<file path="src/rtl/fmap_streamer.sv">
// Captures a convolution feature map on 'done' and streams it row-major over a valid/ready port.
// Optional build macro FMAP_MAXPOOL_EN: capture a 2x2 non-overlapping max-pooled map instead.
module fmap_streamer #(
    parameter int SIZE      = 7,
    parameter int SIZEKer   = 3,
    parameter int WIDTH_BIT = 8
) (
    input  logic                        clock,
    input  logic                        nreset,
    input  logic signed [WIDTH_BIT-1:0] fmapIn [0:SIZE-SIZEKer][0:SIZE-SIZEKer],
    input  logic                        done,
    output logic signed [WIDTH_BIT-1:0] dataOut,
    output logic                        valid,
    input  logic                        ready,
    output logic                        last,
    output logic                        busy,
    output logic                        overrun
);

    localparam int OUT = SIZE - SIZEKer + 1;
`ifdef FMAP_MAXPOOL_EN
    localparam int N = OUT / 2;
`else
    localparam int N = OUT;
`endif
    localparam int CW = (N > 1) ? $clog2(N) : 1;
    localparam logic [CW-1:0] LAST_IDX = CW'(N - 1);

    typedef enum logic {
        IDLE,
        STREAM
    } state_t;

    state_t                        r_state;
    state_t                        w_nextState;
    logic        [CW-1:0]          r_row;
    logic        [CW-1:0]          r_col;
    logic                          r_overrun;
    logic signed [WIDTH_BIT-1:0]   r_buf    [0:N-1][0:N-1];
    logic signed [WIDTH_BIT-1:0]   w_capVal [0:N-1][0:N-1];
    logic                          w_handshake;
    logic                          w_lastPos;
    logic                          w_finish;
    logic                          w_capture;

`ifdef FMAP_MAXPOOL_EN
    function automatic logic signed [WIDTH_BIT-1:0] smax(
        input logic signed [WIDTH_BIT-1:0] a,
        input logic signed [WIDTH_BIT-1:0] b
    );
        return (a > b) ? a : b;
    endfunction

    // Each pooled cell covers a 2x2 window; an odd trailing row/column never feeds a window.
    for (genvar gr = 0; gr < N; gr++) begin : g_poolRow
        for (genvar gc = 0; gc < N; gc++) begin : g_poolCol
            assign w_capVal[gr][gc] = smax(smax(fmapIn[2*gr][2*gc],   fmapIn[2*gr][2*gc+1]),
                                           smax(fmapIn[2*gr+1][2*gc], fmapIn[2*gr+1][2*gc+1]));
        end
    end
`else
    for (genvar gr = 0; gr < N; gr++) begin : g_copyRow
        for (genvar gc = 0; gc < N; gc++) begin : g_copyCol
            assign w_capVal[gr][gc] = fmapIn[gr][gc];
        end
    end
`endif

    assign w_handshake = (r_state == STREAM) && ready;
    assign w_lastPos   = (r_row == LAST_IDX) && (r_col == LAST_IDX);
    assign w_finish    = w_handshake && w_lastPos;
    // A done landing on the final handshake chains straight into the next map.
    assign w_capture   = done && ((r_state == IDLE) || w_finish);

    always_ff @(posedge clock or negedge nreset) begin
        if (!nreset) begin
            r_state <= IDLE;
        end else begin
            r_state <= w_nextState;
        end
    end

    always_comb begin
        w_nextState = r_state;
        case (r_state)
            IDLE: begin
                if (done) begin
                    w_nextState = STREAM;
                end
            end
            STREAM: begin
                if (w_finish && !done) begin
                    w_nextState = IDLE;
                end
            end
            default: w_nextState = IDLE;
        endcase
    end

    always_ff @(posedge clock or negedge nreset) begin
        if (!nreset) begin
            r_row <= '0;
            r_col <= '0;
        end else if (w_capture) begin
            r_row <= '0;
            r_col <= '0;
        end else if (w_handshake) begin
            if (r_col == LAST_IDX) begin
                r_col <= '0;
                r_row <= (r_row == LAST_IDX) ? '0 : r_row + 1'b1;
            end else begin
                r_col <= r_col + 1'b1;
            end
        end
    end

    always_ff @(posedge clock or negedge nreset) begin
        if (!nreset) begin
            r_overrun <= 1'b0;
        end else if (done && (r_state == STREAM) && !w_finish) begin
            r_overrun <= 1'b1;
        end
    end

    always_ff @(posedge clock or negedge nreset) begin
        if (!nreset) begin
            for (int r = 0; r < N; r++) begin
                for (int c = 0; c < N; c++) begin
                    r_buf[r][c] <= '0;
                end
            end
        end else if (w_capture) begin
            for (int r = 0; r < N; r++) begin
                for (int c = 0; c < N; c++) begin
                    r_buf[r][c] <= w_capVal[r][c];
                end
            end
        end
    end

    assign valid   = (r_state == STREAM);
    assign busy    = (r_state != IDLE);
    assign last    = valid && w_lastPos;
    assign overrun = r_overrun;
    assign dataOut = valid ? r_buf[r_row][r_col] : '0;

endmodule

</file>
<file path="config.mk">
export PLATFORM = sky130hd
export DESIGN_NAME = fmap_streamer
export DESIGN_NICKNAME = d
export VERILOG_FILES = /design/src/rtl/fmap_streamer.sv
export SDC_FILE = /design/constraint.sdc
export NUM_CORES = 1
export LEC_CHECK = 0
export ABC_AREA = 1
export BUFFER_PORTS_ARGS = -buffer_cell sky130_fd_sc_hd__buf_2
export CAP_MARGIN = 20
export CORE_UTILIZATION = 55
export CTS_CLUSTER_DIAMETER = 50
export DETAILED_ROUTE_END_ITERATION = 6
export PLACE_DENSITY = 0.9
export SYNTH_ARGS = -nofsm -noshare
export SYNTH_HDL_FRONTEND = slang
export SYNTH_SLANG_ARGS = --single-unit
</file>
<file path="constraint.sdc">
create_clock -name clock -period 2.75 [get_ports clock]
set_clock_uncertainty 0.15 [all_clocks]
set_input_delay 0.55 -clock clock [delete_from_list [all_inputs] [get_ports clock]]
set_output_delay 0.55 -clock clock [all_outputs]
set_load 0.02 [all_outputs]
</file>
# Yosys cells after proc, flatten, opt, wreduce, memory -nomap -nowiden
# Cells that the tools add are included.
# W data, S select, Z words.
dict set report word_totals {
  regBits 208
  latchBits 0
  ramBits 0
  mem_bits_ro 0
  inputBits 204
  wordCells 69
  mem_count 0
}
dict set report op_classes {
  n_addsub 2
  n_mul 0
  n_div 0
  n_lt_le_gt_ge 2
  n_eq_ne 2
  shifts 0
  muxes 17
  n_bitwise 3
  n_reduce_logical 14
}
# op n
set ops {}
lappend ops {{$bmux W40 S3} 1}
lappend ops {{$mux W40} 2}
lappend ops {{$bmux W8 S3} 1}
lappend ops {{$mux W8} 3}
lappend ops {{$mux W3} 7}
lappend ops {{$ge A4 B4 Y1 const B} 2}
lappend ops {{$logic_and A1 B1 Y1} 8}
lappend ops {{$not A3 Y4} 2}
lappend ops {{$add A3 B1 Y3 const B} 2}
lappend ops {{$eq A3 B3 Y1 const B} 2}
lappend ops {{$reduce_bool A2 Y1} 2}
lappend ops {{$logic_not A1 Y1} 2}
lappend ops {{$mux W1} 2}
lappend ops {{$pmux W1 S2} 1}
lappend ops {{$reduce_and A2 Y1} 1}
lappend ops {{$logic_or A1 B1 Y1} 1}
lappend ops {{$not A1 Y1} 1}

# Depth between registers and ports, before layout
dict set report depth {
  word_depth 8
  ltp_mapped 16
  mapped_depth_nobuf 12
}

# Least setup slack after synthesis
# No wires, ideal clock.
dict set report synth_timing {
  kind {reg2out}
  start {reg r_row[1]}
  end {out last}
  t_arrival_ns 1.640
  path_slack_ns 0.410
  path_stages_with_launch 7
  path_buffers 2
  cell_sequence {dfrtp_1 > inv_1 > clkbuf_1 > buf_2 > ha_1 > nand2_1 > nor3_1}
}
dict set report synth_via {
  elab_chain_cells 3
}
# element line_no
set synth_lines {}
lappend synth_lines {{start: declaration} 36} ;# logic [CW-1:0] r_row;
lappend synth_lines {{start signal: assignment} 110} ;# r_row <= (r_row == LAST_IDX) ? '0 : r_row + 1'b1;
lappend synth_lines {{$eq A3 B3 Y1} 70} ;# assign w_lastPos = (r_row == LAST_IDX) && (r_col == LAST_IDX);
lappend synth_lines {{$logic_and A1 B1 Y1} 70}
lappend synth_lines {{$logic_and A1 B1 Y1} 143} ;# assign last = valid && w_lastPos;
lappend synth_lines {{end: declaration} 15} ;# output logic last,
# No other way between the ends.

# Worst setup path in the final report
dict set report layout_timing {
  start {reg r_row[0]}
  end {out dataOut[2]}
}
dict set report layout_via {
  elab_chain_cells 8
}
# element line_no
set layout_lines {}
lappend layout_lines {{$not A3 Y4 (implied by the code)} 145} ;# assign dataOut = valid ? r_buf[r_row][r_col] : '0;
lappend layout_lines {{$bmux W40 S3} 145}
lappend layout_lines {{$mux W40 (implied by the code) (2 in a row)} 145}
lappend layout_lines {{$bmux W8 S3} 145}
lappend layout_lines {{$mux W8 (implied by the code) (2 in a row)} 145}
lappend layout_lines {{$mux W8} 145}
lappend layout_lines {{end: declaration} 12} ;# output logic signed [WIDTH_BIT-1:0] dataOut,
# No other way between the ends. The select of a mux whose other input is x is not followed.

==> results.txt <==
Net Count, Synth: 1,588
Final GP Congestion: 0.875
vias in the first global route: 9,459
post-synth cell types: 29
critical path type: flop to output port
Clock Latency Late Sink: 0.51 ns
outcome: complete, but fails checks
clk sink count: 208
# setup viols final: 9
Avg Cell Area, Syn: 7.32 µm²
root buf cell: clkbuf_16
routed wl met3: 3010 µm
die width: 138 µm
CP Capture Type: output port
Placed Area: 0.0114 mm²
fraction of layout cells with a size suffix above 1: 0.212
Tmin final: 3.13 ns
TritonCTS Buffers: 24
fin cells: 1,830
most instantiated cells after synthesis: nand2_1 (831), dfrtp_1 (208), nand3_1 (77)
design area: 0.0126 mm²
Critical Path Fanout Max: 14
DP Wirelength: 20,000 µm
Yosys top cell by area: dfrtp_1
register area share after synthesis: 0.515
P_leak: 6.94 nW
pin count of the biggest net entering global routing: 69
min-delay worst type: primary input to flop
cell row count: 49
GRT Resource Usage Total: 0.321
Via density: 5.52
Reg2Reg Depth: 11
DR pass1 iterations: 6
die area: 0.0189 mm²
total power: 15.0 mW
startpoint types: flop
first-pass GRT wire length: 46,700 µm
P&R area growth vs syn: 24.8%
hold depth: 3
DR iter-0 viols: 1,189
total gr overflow: 0
Yosys reg bits: 208
Reg clk slew, reported paths: 0.06 ns
CTS tree: done
DR vias: 10.1k
clock tree buffer depth: 3
Core Footprint: 0.0180 mm²
post-route setup slack: -0.377 ns
asr flop ratio synth: 1.00
DRT met1 WL: 12,200 µm
Top-Level Pins: 216
post-layout net count: 1,794
final setup TNS: -2.42 ns
most area-consuming cells after synthesis: dfrtp_1 (52%), nand2_1 (31%), nand3_1 (3.8%)
PD cells: 1190 mW/mm²
pre-CTS setup slack: 0.172 ns
slew margin rel.: 0.592
drt wl/cell: 16.7 µm
H-tree Lvls: 1
number of antenna violations at the first check in global routing: 1
Slew Viols, Final: 0
Post-DRT Antenna Nets: 0
post-synthesis cell count: 1,380
Routed WL: 30,500 µm
failing checks: negative setup slack
Post-synth EDFFs: 0
metal2 WL: 13,600 µm
Buffers on Ports: 215
Syn Std Cell Area: 0.0101 mm²
yosys warns: 0
die height: 138 µm
Yosys top cell area share: 0.515
most frequent cell after synthesis: nand2_1
DRC viols: 0
main flop type after synthesis: dfrtp_1
post-route clock period utilization: 1.14
Worst Tran Pin Value: 0.612 ns
RSZ-0062 raised after global routing: yes
endpoints failing hold: 0
max_cap viols: 0
Max Clk Rate: 320 MHz
Starting Density: 0.562
Crit path required time: 2.05 ns
Max Used Layer: met5
ant diodes: 0
Worst Path Arrival: 2.43 ns
maximum VDD drop: 0.776 mV
Cell Count Post-Placement: 1,777
-- timing repair --
item | in CTS | in global routing
endpoints found under the hold margin | 64 | 0
buffers inserted | 4 | 2
resized for setup | 29 | 30
hold buffers | 1 | 0
pin swaps | 4 | 9
setup endpoints to repair | 9 | 9
gates cloned | 3 | 3
-- report_power, final --
part           internal, mW  switching, mW  leakage, nW
clock network          1.92           1.26        0.392
registers              4.43          0.993         2.60
logic                  2.54           3.86         3.95
total                  8.88           6.12         6.94
-- critical path, stage by stage (launching register included) --
cell	delay, ns
dfrtp_2	0.53
clkinv_8	0.18
buf_16	0.19
nand2_1	0.06
nand3_1	0.09
nand3_1	0.11
nand2_1	0.07
nand2_1	0.10
nand2_1	0.06
nand2_1	0.07
nand2_1	0.07
a21oi_2	0.22
buf_6	0.16
-- final cells by class --
class                   count  area, µm²
clock buffers              34        719
multi-input cells        1052       4390
repair buffers            260       1760
flip-flops and latches    208       5210
well taps                 229        287
inverters                  40        168
fillers                  1360       5360
clock inverters             7       76.3
-- logic make-up (layout without fill, tap and decap cells) --
kind of cell,count (synthesis),in the layout,synth area share
XOR/XNOR,1,1,0.000867
AO/OA/AOI/OAI,86,86,0.0466
flip-flops,208,208,0.515
adder cells (fa/ha/maj),4,4,0.00495
AND/OR/NAND/NOR,961,961,0.370
buffers and inverters,120,341,0.0627
-- metal layers --
metal | vias to the layer above | global-route usage
met2 | 626 | 0.484
met3 | 142 | 0.0581
met4 | 2 | 0.164
met1 | 4654 | 0.445
met5 | - | 0
li1 | 4683 | -
-- sequential cells by signal, summed over array words and instances (netlist names) --
| signal | count |
|---|---|
| r_row | 3 |
| r_buf | 200 |
| r_col | 3 |
| overrun | 1 |
| busy | 1 |
-- placed cells by master (no fill, tap or decap), drive strengths merged, types with 9 or more instances in the layout --
master	instances
nand2	831
buf	256
dfrtp	208
nand3	78
o21ai	53
nor2	45
inv	39
clkbuf	37
o22ai	9
a21oi	9
-- final timing paths --
check | start | end | slack, ns
worst max-delay path | r_row[0]$_DFFE_PN0P_ | dataOut[2] | -0.38
worst min-delay path | fmapIn[84] | r_buf[84]$_DFFE_PN0N_ | 0.07
max in group asynchronous | nreset | r_buf[37]$_DFFE_PN0N_ | 1.23
worst min register to register | r_buf[125]$_DFFE_PN0N_ | r_buf[125]$_DFFE_PN0N_ | 0.33
min in group asynchronous | nreset | r_buf[84]$_DFFE_PN0N_ | 0.47
worst max register to register | r_row[0]$_DFFE_PN0P_ | r_buf[85]$_DFFE_PN0N_ | 0.13
-- per-stage QoR --
stage                     utilization  hold slack, ns
after detailed placement        0.634           0.310
final                           0.702          0.0743
after global routing            0.702          0.0730
after floorplan                     -           0.104
after global placement          0.634           0.310
after CTS                       0.692          0.0699
Power figures use the tool's default switching activity.
